### src/rtl/debounce_pkg.sv
// Shared types and constants for the key debouncer.
package debounce_pkg;

  typedef enum logic {
    ST_STABLE  = 1'b0,
    ST_QUALIFY = 1'b1
  } state_t;

  localparam int unsigned DEBOUNCE_CYCLES_MIN = 2;

  // Qualification counter width; needs to hold 0..cycles-1 and is never narrower than one bit.
  function automatic int unsigned cnt_width(input int unsigned cycles);
    return (cycles > DEBOUNCE_CYCLES_MIN) ? $clog2(cycles) : 1;
  endfunction

endpackage

### src/rtl/sync_2ff.sv
// Two-flop synchroniser for a single asynchronous bit.
module sync_2ff #(
  parameter logic RST_VAL = 1'b0
) (
  input  logic clk,
  input  logic rst,
  input  logic d,
  output logic q
);

  logic s1;

  always_ff @(posedge clk) begin
    if (!rst) begin
      s1 <= RST_VAL;
      q  <= RST_VAL;
    end else begin
      s1 <= d;
      q  <= s1;
    end
  end

endmodule

### src/rtl/key_debounce.sv
// Debounces a raw asynchronous input into a clean level with single-cycle edge pulses.
module key_debounce
  import debounce_pkg::*;
#(
  parameter int unsigned DEBOUNCE_CYCLES = 16,
  parameter logic        IDLE_LEVEL      = 1'b0
) (
  input  logic clk,
  input  logic rst,
  input  logic key_in,
  output logic data,
  output logic rise_p,
  output logic fall_p,
  output logic busy
);

  localparam int unsigned    CNT_W    = cnt_width(DEBOUNCE_CYCLES);
  localparam logic [CNT_W-1:0] CNT_LAST = CNT_W'(DEBOUNCE_CYCLES - 1);

  logic             key_s;
  state_t           state;
  logic [CNT_W-1:0] cnt;

  sync_2ff #(
    .RST_VAL (IDLE_LEVEL)
  ) u_sync (
    .clk (clk),
    .rst (rst),
    .d   (key_in),
    .q   (key_s)
  );

  // A candidate level must survive the detect edge plus DEBOUNCE_CYCLES qualify edges.
  always_ff @(posedge clk) begin
    if (!rst) begin
      state  <= ST_STABLE;
      cnt    <= '0;
      data   <= IDLE_LEVEL;
      rise_p <= 1'b0;
      fall_p <= 1'b0;
      busy   <= 1'b0;
    end else begin
      rise_p <= 1'b0;
      fall_p <= 1'b0;
      case (state)
        ST_STABLE: begin
          cnt <= '0;
          if (key_s != data) begin
            state <= ST_QUALIFY;
            busy  <= 1'b1;
          end
        end
        ST_QUALIFY: begin
          if (key_s == data) begin
            state <= ST_STABLE;
            busy  <= 1'b0;
            cnt   <= '0;
          end else if (cnt == CNT_LAST) begin
            data   <= key_s;
            rise_p <= key_s;
            fall_p <= ~key_s;
            state  <= ST_STABLE;
            busy   <= 1'b0;
            cnt    <= '0;
          end else begin
            cnt <= cnt + CNT_W'(1);
          end
        end
        default: begin
          state <= ST_STABLE;
          busy  <= 1'b0;
          cnt   <= '0;
        end
      endcase
    end
  end

endmodule

### config.mk
export PLATFORM = sky130hd
export DESIGN_NAME = key_debounce
export DESIGN_NICKNAME = d
export VERILOG_FILES = /design/src/rtl/debounce_pkg.sv /design/src/rtl/sync_2ff.sv /design/src/rtl/key_debounce.sv
export SDC_FILE = /design/constraint.sdc
export NUM_CORES = 1
export LEC_CHECK = 0
export CORE_AREA = 5 5 42 44
export CTS_BUF_LIST = sky130_fd_sc_hd__clkbuf_8
export DETAILED_ROUTE_END_ITERATION = 16
export DIE_AREA = 0 0 47 49
export GPL_ROUTABILITY_DRIVEN = 0
export PLACE_DENSITY = 0.55
export SLEW_MARGIN = 20
export SYNTH_ARGS = -nofsm -noshare
export SYNTH_HDL_FRONTEND = slang
export SYNTH_SLANG_ARGS = --single-unit
### constraint.sdc
create_clock -name clk -period 1.9 [get_ports clk]
set_clock_uncertainty 0.1 [all_clocks]
set_input_delay 0.475 -clock clk [delete_from_list [all_inputs] [get_ports clk]]
set_output_delay 0.475 -clock clk [all_outputs]
set_load 0.02 [all_outputs]
==> impl_results.md, run 1 <==
- Final clock period utilization by the worst path: 92.5%
- CP delay by family, top: buffers and inverters
- Yosys warning count: 0
- Net Sw Frac: 19.0%
- Crit path launch type: register
- Die Wd: 47 µm
- HPWL after DPL: 432 µm
- Worst slew pin tran: 0.237 ns
- Final Max Tran Viols: 0
- TritonCTS Buffers: 3
- Power Internal: 0.387 mW
- CP Data Arrival Time: 1.18 ns
- Drt total wl: 592 µm
- Comb power frac: 3.8%
- Final core utilization: 37.9%
- # IOs: 7
- Clk Latency, worst-skew pair: 0.23 ns
- Critical path endpoint category: output port
- CTS resizes: 0
- Longest Clk Path Bufs: 2
- Grt met1 use: 8.48%
- DIE AREA: 2300 µm²
- Grt total ovfl: 0
- Min Hold Slack: 0.331 ns
- Worst Path Required: 1.32 ns
- H-Tree Depth: 1
- GR met2 Demand/Resource: 7.24%
- Leakage: 0.224 nW
- Top cells by area, synth: dfxtp_1 (56%), nand3_1 (6.3%), xor2_2 (4.1%)
- Chain of cells forming the critical path: clkdlybuf4s50_1
- Root buffer cell: clkbuf_8
- Switching power: 0.0906 mW
- Busiest layer in global routing: met1
- Seq/Total Area, Yosys: 55.7%
- Largest net degree at the start of global routing: 8
- Drt wl/cell: 9.11 µm
- Port Buffers: 6
- Mapped cell area: 395 µm²
- Reg clk slew, reported paths: 0.05 ns
- Setup TNS: 0 ns
- Max Clock Freq: 0.569 GHz
- Post-CTS Hold Fix Bufs: 0
- Peak supply drop: 482 µV
- Layout cell share with drive strength beyond 1: 14.3%
- TritonCTS clock tree: yes
- Rows: 14
- Antenna diodes: 0
- Setup violators final: 0
- Clock sinks: 11
- Vias after detailed routing: 268
- Area grow syn2layout: 34.2%
- Yosys reg bits: 11
- Starting Density: 28.2%
- Post-route ant nets: 0
- Maxcap violations: 0
- Clock group share of total power: 46.3%
- Post-CTS Setup Bufs: 0
- Yosys top cell area share: 55.7%
- Final Hold Vio Count: 0
- Final nets: 54
- Status: finished clean
- Post-Syn Area per Cell: 10.4 µm²
- Power share of the sequential group: 49.9%
- Vias in the first global route: 242
- Inst Count DP: 61
- Overall routing resource usage: 6.65%
- Vias/cell: 4.12
- # fillers: 159
- Drt pass-1 iters: 3
- Critical path fanouts, max: 3
- Cell taking the most area after synthesis: dfxtp_1
- Initial antenna violation count: 0
- Drt drc: 0
- CP max stage delay: 0.61 ns
- Final Power: 0.478 mW
- Rel. slew slack: 84.2%
- DRT iter0 DRCs: 7
- Buf/Inv on CP: 1
- RSZ-0062 raised after global routing: no
- Final critical-path required period: 1.76 ns
- P per Cell Area: 900 nW/µm²
- Met3 usage: 5.54%
- Mapped Nets: 42
- Core area: 1400 µm²
- Synth cell types: 18
- Crit-path slowest cell: clkdlybuf4s50_1
- First-pass GRT wire length: 1040 µm
- Fin cells: 65
- Die H: 49 µm
- Synth Instances: 38
- WS Path Type: reg2out
- Worst Hold Class: reg2reg
==> path summary, 6_finish.rpt <==
check | end | start | slack, ns | cells after the start
setup / recovery | busy | busy | 0.14 | 1
hold / removal | u_sync.q | u_sync.s1 | 0.33 | 1
setup reg to reg | rise_p | cnt[0] | 0.59 | 4
hold reg to reg | u_sync.q | u_sync.s1 | 0.33 | 1
==> placed cells by master (no fill, tap or decap) <==
cell type,n
and3_2,1
buf_4,1
nand4_2,1
xnor2_1,1
clkbuf_8,3
dfxtp_1,11
nor2_1,4
o21bai_1,1
nand3_1,5
nand4_1,1
clkdlybuf4s50_1,5
xor2_2,1
inv_1,3
nor3b_1,2
xor2_1,1
or2_1,1
ha_1,1
and2_1,2
nand2_1,1
dlymetal6s2s_1,1
a21oi_1,1
o21ai_0,1
==> metal layers <==
metal / up-vias / wire [µm]
met5: - / 0
met3: 2 / 63
met2: 8 / 218
li1: 149 / -
met1: 109 / 300
met4: 0 / 10
==> area by class of cell <==
type / instances / area [µm²] / share of cell area (%)
Timing Repair Buffer: 7 / 70.1 / 13.2
Clock inverter: 1 / 3.75 / 0.708
Inverter: 2 / 7.51 / 1.42
Sequential cell: 11 / 220 / 41.5
Multi-Input combinational cell: 25 / 168 / 31.6
Clock buffer: 3 / 41.3 / 7.78
Tap cell: 16 / 20.0 / 3.77
==> per-stage QoR <==
stage | setup slack (ns) | cell area, µm²
after floorplan | 0.674 | 395
after global placement | 0.264 | 483
after detailed placement | 0.265 | 483
after CTS | 0.00572 | 528
after global routing | 0.0810 | 531
final | 0.142 | 531
==> state kept, by name, summed over array words and instances, names as in the netlist <==
register and cells:
busy 1, data 1, cnt 4, fall_p 1, u_sync.q 1, state 1, rise_p 1, u_sync.s1 1
==> kinds of logic after synthesis <==
group	share of synthesized area, %
AND/OR/NAND/NOR	26.3
flip-flops	55.7
AO/OA/AOI/OAI	4.43
XOR/XNOR	8.55
buffers and inverters	1.90
adder cells (fa/ha/maj)	3.16
==> synthesized netlist by cell type (all sizes together) <==
library cell / number
xor2: 2
dfxtp: 11
nand4: 2
xnor2: 1
and3: 1
nand2: 1
or2: 1
nor3b: 2
o21bai: 1
nand3: 5
ha: 1
nor2: 4
inv: 2
and2: 2
o21ai: 1
a21oi: 1
==> power groups by stage <==
stage / logic (mW) / registers (mW) / clock network [mW]
floorplan: 0.00581 / 0.244 / 0
global placement: 0.0180 / 0.243 / 0
detailed placement: 0.0181 / 0.243 / 0
CTS: 0.0183 / 0.238 / 0.229
global route: 0.0205 / 0.238 / 0.241
finish: 0.0183 / 0.238 / 0.221
Note: power is estimated with default switching activity, not from simulation.
==> inputs of run 2 (changes only) <==
Settings changed: PLACE_DENSITY 0.55 to 0.57.
Clock period 1.9 ns to 1.5 ns, I/O delays scaled along.
==> impl_results.md, run 2 (same netlist as run 1, synthesis figures left out) <==
- Status: finished clean
- Most flop-heavy register: cnt
- R2R Path End: rise_p
- Antenna diodes: 0 (unchanged)
- Final Hold Vio Count: 0 (unchanged)
- Critical path endpoint category: output port
- Initial antenna violation count: 0 (unchanged)
- Grt total ovfl: 0 (unchanged)
- Buf/Inv on CP: 1 (unchanged)
- Layout cell share with drive strength beyond 1: 17.6% (+3.4 points)
- P per Cell Area: 1140 nW/µm² (+27%)
- Reg clk slew, reported paths: 0.05 ns (about the same)
- Rows: 14 (unchanged)
- Root buffer cell: clkbuf_8
- Max Clock Freq: 0.725 GHz
- Inst Count DP: 63 (+3.3%)
- Vias/cell: 4.37 (+6.1%)
- Final Power: 0.614 mW (+29%)
- Vias in the first global route: 234 (-3.3%)
- HPWL after DPL: 435 µm (+0.67%)
- TritonCTS Buffers: 3 (unchanged)
- Finished Cell Area: 538 µm² (+1.4%)
- CP max stage delay: 0.34 ns (-0.27 ns)
- WS Path Type: reg2out
- Largest net degree at the start of global routing: 8 (unchanged)
- Port Buffers: 6 (unchanged)
- Peak supply drop: 590 µV (+23%)
- Post-route ant nets: 0 (unchanged)
- Drt pass-1 iters: 4 (+1)
- Area grow syn2layout: 36.1%
- WP depth: 1 (unchanged)
- Leakage: 0.234 nW (+4.5%)
- TritonCTS clock tree: yes
- Post-CTS Setup Bufs: 0 (unchanged)
- Final clock period utilization by the worst path: 92.0%
- CP Data Arrival Time: 0.90 ns (-0.28 ns)
- Clock sinks: 11 (unchanged)
- RSZ-0062 raised after global routing: no
- Crit-path slowest cell: dlygate4sd2_1
- Final core utilization: 38.4% (+0.54 points)
- Worst slew pin tran: 0.212 ns (-0.0258 ns)
- Setup violators final: 0 (unchanged)
- Crit path launch type: register
- Max reg flops: 4 (unchanged)
- Chain of cells forming the critical path: dlygate4sd2_1
- Worst Slack Setup Final: 0.121 ns (-0.0215 ns)
- Core area: 1400 µm² (unchanged)
- Worst r2r src: cnt[0]
- Final critical-path required period: 1.38 ns
- Critical path startpoint: busy
- Vias after detailed routing: 293 (+9.3%)
- DIE AREA: 2300 µm² (unchanged)
- Drt drc: 0 (unchanged)
- Most common cell after layout, fill and taps aside: dfxtp_1
- Drt wl/cell: 8.69 µm (-4.6%)
- # IOs: 7 (unchanged)
- Final Max Tran Viols: 0 (unchanged)
- Rel. slew slack: 85.9% (+1.7 points)
- Critical path fanouts, max: 3 (unchanged)
- Worst Path Required: 1.02 ns (-0.30 ns)
- Most frequent cells in the layout: dfxtp_1 (11), nand3_1 (5), nor2_1 (4), dlygate4sd2_1 (4)
- Post-Place Setup Slack: -0.0102 ns (-0.275 ns)
- Worst Hold Class: reg2reg
- Longest Clk Path Bufs: 2 (unchanged)
- FF-to-FF setup slack: 0.18 ns (-0.41 ns)
- Area after DPL: 498 µm² (+3.1%)
- Drt total wl: 582 µm (-1.7%)
- Starting Density: 28.2% (unchanged)
- Clk Latency, worst-skew pair: 0.24 ns (about the same)
- Final nets: 56 (+3.7%)
- H-Tree Depth: 1 (unchanged)
- First-pass GRT wire length: 972 µm (-6.1%)
- CP delay by family, top: buffers and inverters
- Maxcap violations: 0 (unchanged)
- CP endpoint: busy
- Die H: 49 µm (unchanged)
- Die Wd: 47 µm (unchanged)
- Overall routing resource usage: 6.30% (-0.35 points)
- DRT iter0 DRCs: 2 (-5)
- Fin cells: 67 (+3.1%)
- Reg2Reg Depth: 4 (unchanged)
-- run 2: cell types whose count changed in the layout (fill, tap and decap cells not counted), sizes merged --
cell and delta:
dlymetal6s2s -1, buf +2, clkdlybuf4s50 -3, dlygate4sd2 +4
-- run 2: layout make-up --
class	count	area [µm²]
fillers	148	863
flip-flops and latches	11	220
multi-input cells	25	168
repair buffers	9	77.6
clock buffers	3	41.3
well taps	16	20.0
inverters	2	7.51
clock inverters	1	3.75
-- run 2: how the worst min path moves through the flow --
stage          startpoint        to  slack, ns  cells past startpoint
4_1_cts         u_sync.s1  u_sync.q       0.33                      1
3_5_place_dp    u_sync.s1  u_sync.q       0.32                      1
3_3_place_gp    u_sync.s1  u_sync.q       0.32                      1
6_report        u_sync.s1  u_sync.q       0.33                      1
5_1_grt         u_sync.s1  u_sync.q       0.35                      1
2_1_floorplan   u_sync.s1  u_sync.q       0.31                      1
-- run 2: per-layer routing --
metal / part of all wire (%) / wire length, µm / GRT usage (%) / vias up
li1: - / - / - / 152
met1: 50 / 290 / 8.26 / 123
met3: 8.9 / 52 / 2.21 / 4
met2: 36 / 208 / 6.33 / 14
met4: 5.3 / 31 / 8.29 / 0
met5: 0 / 0 / 0 / -
-- run 2: power breakdown --
group / leakage, nW / switching (mW) / internal [mW] / total (mW)
sequential: 0.0892 / 0.00346 / 0.298 / 0.301
combinational: 0.118 / 0.00944 / 0.0139 / 0.0233
clock: 0.0269 / 0.110 / 0.180 / 0.290
-- run 2: repair_timing --
action	4_1_cts	5_1_grt
endpoints found under the setup margin	4	0
hold buffers	0	0
gates resized for setup	4	0
-- run 2: per-stage QoR --
stage,hold WS (ns),setup TNS [ns]
2_1_floorplan,0.312,0
3_3_place_gp,0.316,-0.0223
3_5_place_dp,0.322,-0.0102
4_1_cts,0.334,0
5_1_grt,0.346,0
6_report,0.331,0
